## src/rtl/nf_sume_10g_gt_reset_sequencer_if.sv

```systemverilog
// QPLL/GT reset controls and lock status exchanged between the reset sequencer
// and the shared-logic / PCS-PMA side.
interface nf_sume_10g_gt_reset_sequencer_if #(
    parameter int C_NUM_LANES = 4
);
    logic                   qplllock;
    logic [C_NUM_LANES-1:0] lane_enable;
    logic [C_NUM_LANES-1:0] lane_block_lock;
    logic                   qpllreset;
    logic                   gttxreset;
    logic [C_NUM_LANES-1:0] gtrxreset;
    logic                   reset_done;
    logic [2:0]             seq_state;
    logic [7:0]             retry_count;

    modport master (
        output qplllock, lane_enable, lane_block_lock,
        input  qpllreset, gttxreset, gtrxreset, reset_done, seq_state, retry_count
    );

    modport slave (
        input  qplllock, lane_enable, lane_block_lock,
        output qpllreset, gttxreset, gtrxreset, reset_done, seq_state, retry_count
    );
endinterface

```

## src/rtl/nf_sume_10g_gt_reset_sequencer.sv

```systemverilog
// 10GBASE-R shared QPLL/GT reset sequencer: bring-up with lock timeout/retry, then
// round-robin per-lane RX re-reset for lanes whose PCS block lock stays lost.
module nf_sume_10g_gt_reset_sequencer #(
    parameter int C_NUM_LANES           = 4,
    parameter int C_HOLDOFF_CYCLES      = 128,
    parameter int C_QPLL_RESET_CYCLES   = 4,
    parameter int C_LOCK_TIMEOUT_CYCLES = 65536,
    parameter int C_GT_RESET_CYCLES     = 4,
    parameter int C_BLOCK_LOCK_TIMEOUT  = 1048576
) (
    input  logic                            clk156,
    input  logic                            areset_clk156,
    nf_sume_10g_gt_reset_sequencer_if.slave gt_if
);
    localparam int MAX_A   = (C_HOLDOFF_CYCLES > C_QPLL_RESET_CYCLES) ? C_HOLDOFF_CYCLES : C_QPLL_RESET_CYCLES;
    localparam int MAX_B   = (C_LOCK_TIMEOUT_CYCLES > C_GT_RESET_CYCLES) ? C_LOCK_TIMEOUT_CYCLES : C_GT_RESET_CYCLES;
    localparam int CNT_MAX = (MAX_A > MAX_B) ? MAX_A : MAX_B;
    localparam int CNT_W   = $clog2(CNT_MAX + 1);
    localparam int WD_W    = $clog2(C_BLOCK_LOCK_TIMEOUT + 1);
    localparam int LR_W    = $clog2(C_GT_RESET_CYCLES + 1);
    localparam int LANE_W  = (C_NUM_LANES > 1) ? $clog2(C_NUM_LANES) : 1;

    typedef enum logic [2:0] {
        ST_HOLDOFF    = 3'd0,
        ST_QPLL_RESET = 3'd1,
        ST_WAIT_LOCK  = 3'd2,
        ST_GT_RESET   = 3'd3,
        ST_RUN        = 3'd4
    } state_e;

    state_e                 state_q, state_d;
    logic [CNT_W-1:0]       cnt_q, cnt_d;
    logic [7:0]             retry_q, retry_d;
    logic                   lock_meta_q, lock_sync_q;

    logic                   qpllreset_q, qpllreset_d;
    logic                   gttxreset_q, gttxreset_d;
    logic [C_NUM_LANES-1:0] gtrxreset_q, gtrxreset_d;
    logic                   reset_done_q, reset_done_d;

    logic [WD_W-1:0]        wd_q [C_NUM_LANES];
    logic [WD_W-1:0]        wd_d [C_NUM_LANES];
    logic [C_NUM_LANES-1:0] req_q, req_d;
    logic                   lr_active_q, lr_active_d;
    logic [LANE_W-1:0]      lr_lane_q, lr_lane_d;
    logic [LR_W-1:0]        lr_cnt_q, lr_cnt_d;
    logic [LANE_W-1:0]      rr_ptr_q, rr_ptr_d;

    logic                   run_stay;
    logic                   lr_done;
    logic                   grant_vld;
    logic [LANE_W-1:0]      grant_lane;

    function automatic logic [7:0] sat_inc8(input logic [7:0] v);
        return (v == 8'hFF) ? v : v + 8'd1;
    endfunction

    function automatic logic [LANE_W-1:0] wrap_lane(input logic [LANE_W-1:0] base, input int off);
        int s;
        s = int'(base) + off;
        if (s >= C_NUM_LANES) s = s - C_NUM_LANES;
        return LANE_W'(s);
    endfunction

    // qplllock comes straight from the GT common and is asynchronous here
    always_ff @(posedge clk156) begin
        if (areset_clk156) begin
            lock_meta_q <= 1'b0;
            lock_sync_q <= 1'b0;
        end else begin
            lock_meta_q <= gt_if.qplllock;
            lock_sync_q <= lock_meta_q;
        end
    end

    always_ff @(posedge clk156) begin
        if (areset_clk156) begin
            state_q <= ST_HOLDOFF;
            cnt_q   <= '0;
            retry_q <= '0;
        end else begin
            state_q <= state_d;
            cnt_q   <= cnt_d;
            retry_q <= retry_d;
        end
    end

    always_comb begin
        state_d = state_q;
        retry_d = retry_q;
        cnt_d   = (cnt_q < CNT_W'(CNT_MAX)) ? cnt_q + 1'b1 : cnt_q;
        case (state_q)
            ST_HOLDOFF: begin
                if (cnt_q == CNT_W'(C_HOLDOFF_CYCLES - 1)) state_d = ST_QPLL_RESET;
            end
            ST_QPLL_RESET: begin
                if (cnt_q == CNT_W'(C_QPLL_RESET_CYCLES - 1)) state_d = ST_WAIT_LOCK;
            end
            ST_WAIT_LOCK: begin
                if (lock_sync_q) begin
                    state_d = ST_GT_RESET;
                end else if (cnt_q == CNT_W'(C_LOCK_TIMEOUT_CYCLES - 1)) begin
                    state_d = ST_QPLL_RESET;
                    retry_d = sat_inc8(retry_q);
                end
            end
            ST_GT_RESET: begin
                if (!lock_sync_q) begin
                    state_d = ST_QPLL_RESET;
                    retry_d = sat_inc8(retry_q);
                end else if (cnt_q == CNT_W'(C_GT_RESET_CYCLES - 1)) begin
                    state_d = ST_RUN;
                end
            end
            ST_RUN: begin
                if (!lock_sync_q) begin
                    state_d = ST_QPLL_RESET;
                    retry_d = sat_inc8(retry_q);
                end
            end
            default: state_d = ST_HOLDOFF;
        endcase
        if (state_d != state_q) cnt_d = '0;
    end

    // Lane arbiter and watchdogs only advance while RUN persists, so lock loss aborts them
    always_comb begin
        run_stay    = (state_q == ST_RUN) && (state_d == ST_RUN);
        lr_done     = lr_active_q && (lr_cnt_q == LR_W'(C_GT_RESET_CYCLES - 1));
        grant_vld   = 1'b0;
        grant_lane  = '0;
        lr_active_d = lr_active_q;
        lr_lane_d   = lr_lane_q;
        lr_cnt_d    = lr_cnt_q;
        rr_ptr_d    = rr_ptr_q;

        // Descending scan leaves the nearest pending lane at or after rr_ptr as the winner
        for (int k = C_NUM_LANES - 1; k >= 0; k--) begin
            if (req_q[wrap_lane(rr_ptr_q, k)]) begin
                grant_vld  = 1'b1;
                grant_lane = wrap_lane(rr_ptr_q, k);
            end
        end

        if (!run_stay) begin
            lr_active_d = 1'b0;
            lr_cnt_d    = '0;
        end else if (lr_active_q) begin
            if (lr_done) begin
                lr_active_d = 1'b0;
                lr_cnt_d    = '0;
                rr_ptr_d    = wrap_lane(lr_lane_q, 1);
            end else begin
                lr_cnt_d = lr_cnt_q + 1'b1;
            end
        end else if (grant_vld) begin
            lr_active_d = 1'b1;
            lr_lane_d   = grant_lane;
            lr_cnt_d    = '0;
        end

        for (int i = 0; i < C_NUM_LANES; i++) begin
            if (!run_stay || !gt_if.lane_enable[i] || gt_if.lane_block_lock[i] ||
                (lr_active_q && (lr_lane_q == LANE_W'(i)))) begin
                wd_d[i] = '0;
            end else if (wd_q[i] < WD_W'(C_BLOCK_LOCK_TIMEOUT)) begin
                wd_d[i] = wd_q[i] + 1'b1;
            end else begin
                wd_d[i] = wd_q[i];
            end

            if (!run_stay || !gt_if.lane_enable[i] || (lr_done && (lr_lane_q == LANE_W'(i)))) begin
                req_d[i] = 1'b0;
            end else if (wd_d[i] == WD_W'(C_BLOCK_LOCK_TIMEOUT)) begin
                req_d[i] = 1'b1;
            end else begin
                req_d[i] = req_q[i];
            end
        end
    end

    // Outputs are registered from next-state so they line up with the state entered
    always_comb begin
        qpllreset_d  = (state_d == ST_HOLDOFF) || (state_d == ST_QPLL_RESET);
        gttxreset_d  = (state_d != ST_RUN);
        reset_done_d = (state_d == ST_RUN);
        gtrxreset_d  = '1;
        for (int i = 0; i < C_NUM_LANES; i++) begin
            gtrxreset_d[i] = (state_d != ST_RUN) || !gt_if.lane_enable[i] ||
                             (lr_active_d && (lr_lane_d == LANE_W'(i)));
        end
    end

    always_ff @(posedge clk156) begin
        if (areset_clk156) begin
            qpllreset_q  <= 1'b1;
            gttxreset_q  <= 1'b1;
            gtrxreset_q  <= '1;
            reset_done_q <= 1'b0;
            req_q        <= '0;
            lr_active_q  <= 1'b0;
            lr_lane_q    <= '0;
            lr_cnt_q     <= '0;
            rr_ptr_q     <= '0;
            for (int i = 0; i < C_NUM_LANES; i++) wd_q[i] <= '0;
        end else begin
            qpllreset_q  <= qpllreset_d;
            gttxreset_q  <= gttxreset_d;
            gtrxreset_q  <= gtrxreset_d;
            reset_done_q <= reset_done_d;
            req_q        <= req_d;
            lr_active_q  <= lr_active_d;
            lr_lane_q    <= lr_lane_d;
            lr_cnt_q     <= lr_cnt_d;
            rr_ptr_q     <= rr_ptr_d;
            for (int i = 0; i < C_NUM_LANES; i++) wd_q[i] <= wd_d[i];
        end
    end

    assign gt_if.qpllreset   = qpllreset_q;
    assign gt_if.gttxreset   = gttxreset_q;
    assign gt_if.gtrxreset   = gtrxreset_q;
    assign gt_if.reset_done  = reset_done_q;
    assign gt_if.seq_state   = state_q;
    assign gt_if.retry_count = retry_q;

endmodule

```

## src/flat_wrapper.sv

```systemverilog
// flat-port wrapper written by rule: the top's interface ports become plain ports
module nf_sume_10g_gt_reset_sequencer_flat 
#(
    parameter int C_NUM_LANES           = 4,
    parameter int C_HOLDOFF_CYCLES      = 128,
    parameter int C_QPLL_RESET_CYCLES   = 4,
    parameter int C_LOCK_TIMEOUT_CYCLES = 65536,
    parameter int C_GT_RESET_CYCLES     = 4,
    parameter int C_BLOCK_LOCK_TIMEOUT  = 1048576
)
  (clk156, areset_clk156, gt_if_qplllock, gt_if_lane_enable, gt_if_lane_block_lock, gt_if_qpllreset, gt_if_gttxreset, gt_if_gtrxreset, gt_if_reset_done, gt_if_seq_state, gt_if_retry_count);
  nf_sume_10g_gt_reset_sequencer_if #(.C_NUM_LANES(C_NUM_LANES)) gt_if_i ();
  input  logic clk156;
  input  logic areset_clk156;
  input wire logic [$bits(gt_if_i.qplllock)-1:0] gt_if_qplllock;
  input wire logic [$bits(gt_if_i.lane_enable)-1:0] gt_if_lane_enable;
  input wire logic [$bits(gt_if_i.lane_block_lock)-1:0] gt_if_lane_block_lock;
  output wire logic [$bits(gt_if_i.qpllreset)-1:0] gt_if_qpllreset;
  output wire logic [$bits(gt_if_i.gttxreset)-1:0] gt_if_gttxreset;
  output wire logic [$bits(gt_if_i.gtrxreset)-1:0] gt_if_gtrxreset;
  output wire logic [$bits(gt_if_i.reset_done)-1:0] gt_if_reset_done;
  output wire logic [$bits(gt_if_i.seq_state)-1:0] gt_if_seq_state;
  output wire logic [$bits(gt_if_i.retry_count)-1:0] gt_if_retry_count;
  assign gt_if_i.qplllock = gt_if_qplllock;
  assign gt_if_i.lane_enable = gt_if_lane_enable;
  assign gt_if_i.lane_block_lock = gt_if_lane_block_lock;
  assign gt_if_qpllreset = gt_if_i.qpllreset;
  assign gt_if_gttxreset = gt_if_i.gttxreset;
  assign gt_if_gtrxreset = gt_if_i.gtrxreset;
  assign gt_if_reset_done = gt_if_i.reset_done;
  assign gt_if_seq_state = gt_if_i.seq_state;
  assign gt_if_retry_count = gt_if_i.retry_count;
  nf_sume_10g_gt_reset_sequencer #(.C_NUM_LANES(C_NUM_LANES), .C_HOLDOFF_CYCLES(C_HOLDOFF_CYCLES), .C_QPLL_RESET_CYCLES(C_QPLL_RESET_CYCLES), .C_LOCK_TIMEOUT_CYCLES(C_LOCK_TIMEOUT_CYCLES), .C_GT_RESET_CYCLES(C_GT_RESET_CYCLES), .C_BLOCK_LOCK_TIMEOUT(C_BLOCK_LOCK_TIMEOUT)) u_core (.clk156(clk156), .areset_clk156(areset_clk156), .gt_if(gt_if_i));
endmodule
```

## config.mk

```make
export PLATFORM = sky130hd
export DESIGN_NAME = nf_sume_10g_gt_reset_sequencer_flat
export DESIGN_NICKNAME = d
export VERILOG_FILES = /design/src/rtl/nf_sume_10g_gt_reset_sequencer_if.sv /design/src/rtl/nf_sume_10g_gt_reset_sequencer.sv /design/src/flat_wrapper.sv
export SDC_FILE = /design/constraint.sdc
export NUM_CORES = 1
export LEC_CHECK = 0
export CORE_ASPECT_RATIO = 1.75
export CORE_MARGIN = 8
export CORE_UTILIZATION = 40
export DETAILED_ROUTE_END_ITERATION = 6
export GPL_ROUTABILITY_DRIVEN = 0
export MAX_ROUTING_LAYER = met4
export PLACE_DENSITY = 0.54
export SYNTH_ARGS = -nofsm -noshare
export SYNTH_HDL_FRONTEND = slang
export SYNTH_SLANG_ARGS = --single-unit
```

## constraint.sdc

```tcl
create_clock -name clk156 -period 5 [get_ports clk156]
set_input_delay 1.5 -clock clk156 [delete_from_list [all_inputs] [get_ports clk156]]
set_output_delay 1.5 -clock clk156 [all_outputs]
set_load 0.02 [all_outputs]
```

==> impl_metrics.json <==
{
  "max-slew-margin-rel_pct": 46.3,
  "clk_latency_ps": 430,
  "drt_iter0_markers": 341,
  "cts_tree": "yes",
  "busiest_layer": "met2",
  "fin_skew_ps": 8.88,
  "synth.distinct_cells": 81,
  "hold_depth": 1,
  "crit_required_ps": 5340,
  "die_y_um": 191,
  "use_met3_pct": 3.45,
  "die_area_sq_mm": 0.0222,
  "core_sq_mm": 0.0173,
  "grtUsageMet2_pct": 26.1,
  "synth-seq-cells": 133,
  "io_buffers": 28,
  "synth_nets": 861,
  "area_delta_synth_final_pct": 14.8,
  "first_pass_iters": 5,
  "rsz0062_at_grt": "false",
  "cts_max_level": 4,
  "status": "finished, final reports clean",
  "cp-startpoint": "areset_clk156",
  "final_antenna_net_count": 0,
  "first_global_vias": 5612,
  "rr_startpoint": "u_core.cnt_q[6]",
  "synth_edf_count": 0,
  "grt_antenna_before_repair": 0,
  "cp_max_fo": 10,
  "path_class": "input pin to register",
  "grt_overflow": 0,
  "root_buffer": "clkbuf_16",
  "die_w_um": 116,
  "ios": 29,
  "setup-violations-final": 0,
  "tightestPinTransition_ps": 805,
  "post_cts_resized": 0,
  "cts-buffers-inserted": 17,
  "yosysWarnings": 0,
  "period_share_pct": 63.2,
  "cp-start-kind": "input pin",
  "syn_inst": 838,
  "power_uw": 2470,
  "syn_avg_cell_area_sq_um": 8.35,
  "synth_top_flop_cell": "dfxtp_1",
  "maxCapViolCount": 0,
  "drt-total-wl_um": 15700,
  "nets": 870,
  "period_needed_ps": 3160,
  "synth-seq-area-share_pct": 38.0,
  "endpoint_kind": "register",
  "async_flop_share_pct": 0,
  "viasPerCell": 5.35,
  "use_met1_pct": 15.7,
  "fmax_mhz": 316,
  "hp-start": "u_core.lock_meta_q",
  "postCtsSetupBuffers": 0,
  "reg2reg_depth": 12,
  "hold_viol_final": 0,
  "gr-usage-all-layers_pct": 15.3,
  "hp-class": "register to register",
  "routedWlPerCell_um": 14.4,
  "clock_sinks": 133,
  "netlist_area_sq_mm": 0.00700,
  "clock_path_buffers": 2,
  "path_clk_slew_ps": 60,
  "grt_max_degree": 22,
  "drive_above_1_share_pct": 7.56,
  "fin_setup_tns_ps": 0,
  "arrival_ps": 3500,
  "p_per_area_mw_per_mm2": 308,
  "hold_buffers": 0,
  "dpl.hpwl_um": 11500,
  "ir_drop_uv": 219,
  "power.leakage_uw": 0.00259,
  "start_util_pct": 40.5,
  "vias": 5840,
  "drc_errors": 0,
  "fp-row-count": 64,
  "slew_violations": 0,
  "grt_pass1_wl_um": 26300
}
==> cell usage after synthesis, types with 6 or more instances <==
cell        n  share of area (%)
nand2_1    60                3.2
nor4_1      9               0.80
and3_1     12                1.1
clkbuf_1   22                1.2
nand3b_1    7               0.75
xor2_1     50                6.3
nand3_1    50                3.6
nor2b_1    15                1.3
a21oi_1    29                2.1
nor3_1     19                1.4
nand4_1    21                1.9
nor3_2      6               0.86
dfxtp_1   133                 38
or3_1       8               0.72
nand4b_1    7               0.88
xnor2_1    46                5.8
o21ai_0    18                1.3
ha_1       12                2.1
inv_1      16               0.86
mux2i_1     9                1.3
nor2_1    149                8.0
o31ai_1     6               0.64
a31oi_1     7               0.63
buf_2      11               0.79
==> cell type report <==
class,count,area [sq um]
Clock buffer,21,450
Multi-Input combinational cell,649,4080
Timing Repair Buffer,30,295
Antenna cell,1,2.50
Sequential cell,133,2660
Inverter,16,60.1
Clock inverter,11,198
Fill cell,1715,9260
Tap cell,231,289
==> final timing paths <==
check / to / slack (ps)
max: u_core.req_q[1] / 1840
min: u_core.lock_sync_q / 430
max reg2reg: u_core.gt_if.retry_count[7] / 2070
min reg2reg: u_core.lock_sync_q / 430
==> state kept, by name, indices dropped and copies added, names as in the netlist <==
| signal | flops |
|---|---|
| u_core.lock_sync_q | 1 |
| u_core.cnt_q | 17 |
| u_core.lr_cnt_q | 3 |
| u_core.lock_meta_q | 1 |
| u_core.gt_if.reset_done | 1 |
| u_core.gt_if.seq_state | 3 |
| u_core.gt_if.retry_count | 8 |
| u_core.lr_lane_q | 2 |
| u_core.gt_if.gttxreset | 1 |
| u_core.lr_active_q | 1 |
| u_core.rr_ptr_q | 2 |
| u_core.req_q | 4 |
| u_core.gt_if.gtrxreset | 4 |
| u_core.wd_q | 84 |
| u_core.gt_if.qpllreset | 1 |
==> cells by family (layout without fill, tap and decap cells) <==
| family | after synthesis | in the layout | share of synthesized area [%] |
|---|---|---|---|
| buffers and inverters | 56 | 78 | 3.70 |
| flip-flops | 133 | 133 | 38.0 |
| AND/OR/NAND/NOR | 423 | 423 | 32.2 |
| AO/OA/AOI/OAI | 106 | 106 | 10.2 |
| other | 0 | 1 | 0 |
| adder cells (fa/ha/maj) | 12 | 12 | 2.15 |
| XOR/XNOR | 96 | 96 | 12.0 |
| multiplexers | 12 | 12 | 1.77 |
==> critical path, cell delays in order <==
cell             delay [ps]
clkdlybuf4s50_1         640
nand3b_1                370
nor2_1                  220
nand4b_1                110
or4b_1                  470
o31ai_1                 190
==> cell usage in the layout, fill, tap and decap left out, types with 19 or more instances in the layout <==
master and n:
xnor2_1 46, nor3_1 19, nor2_1 149, nand2_1 60, xor2_1 50, nand3_1 50, dfxtp_1 133, a21oi_1 29
clkdlybuf4s50_1 28, nand4_1 21
==> report_power, final <==
part | internal [uW] | switching, uW | total [uW]
logic | 13.0 | 13.3 | 26.3
registers | 1060 | 3.17 | 1070
clock network | 901 | 478 | 1380
==> through the flow <==
step                instance area (sq um)  hold slack (ps)  setup slack (ps)  util [%]  cells
floorplan                            7000              414              2110         -    838
global route                         8030              454              1640      46.4   1091
finish                               8040              433              1840      46.5   1092
detailed placement                   7380              425              1390      42.7   1059
global placement                     7380              417              1460      42.7   1059
CTS                                  8030              439              1790      46.4   1091
==> routing by layer <==
| metal | share of wire, % | routed length, um |
|---|---|---|
| met1 | 41 | 6500 |
| met2 | 52 | 8230 |
| met5 | 0 | 0 |
| met3 | 3.4 | 534 |
| met4 | 2.8 | 432 |
Power figures use the tool's default switching activity.
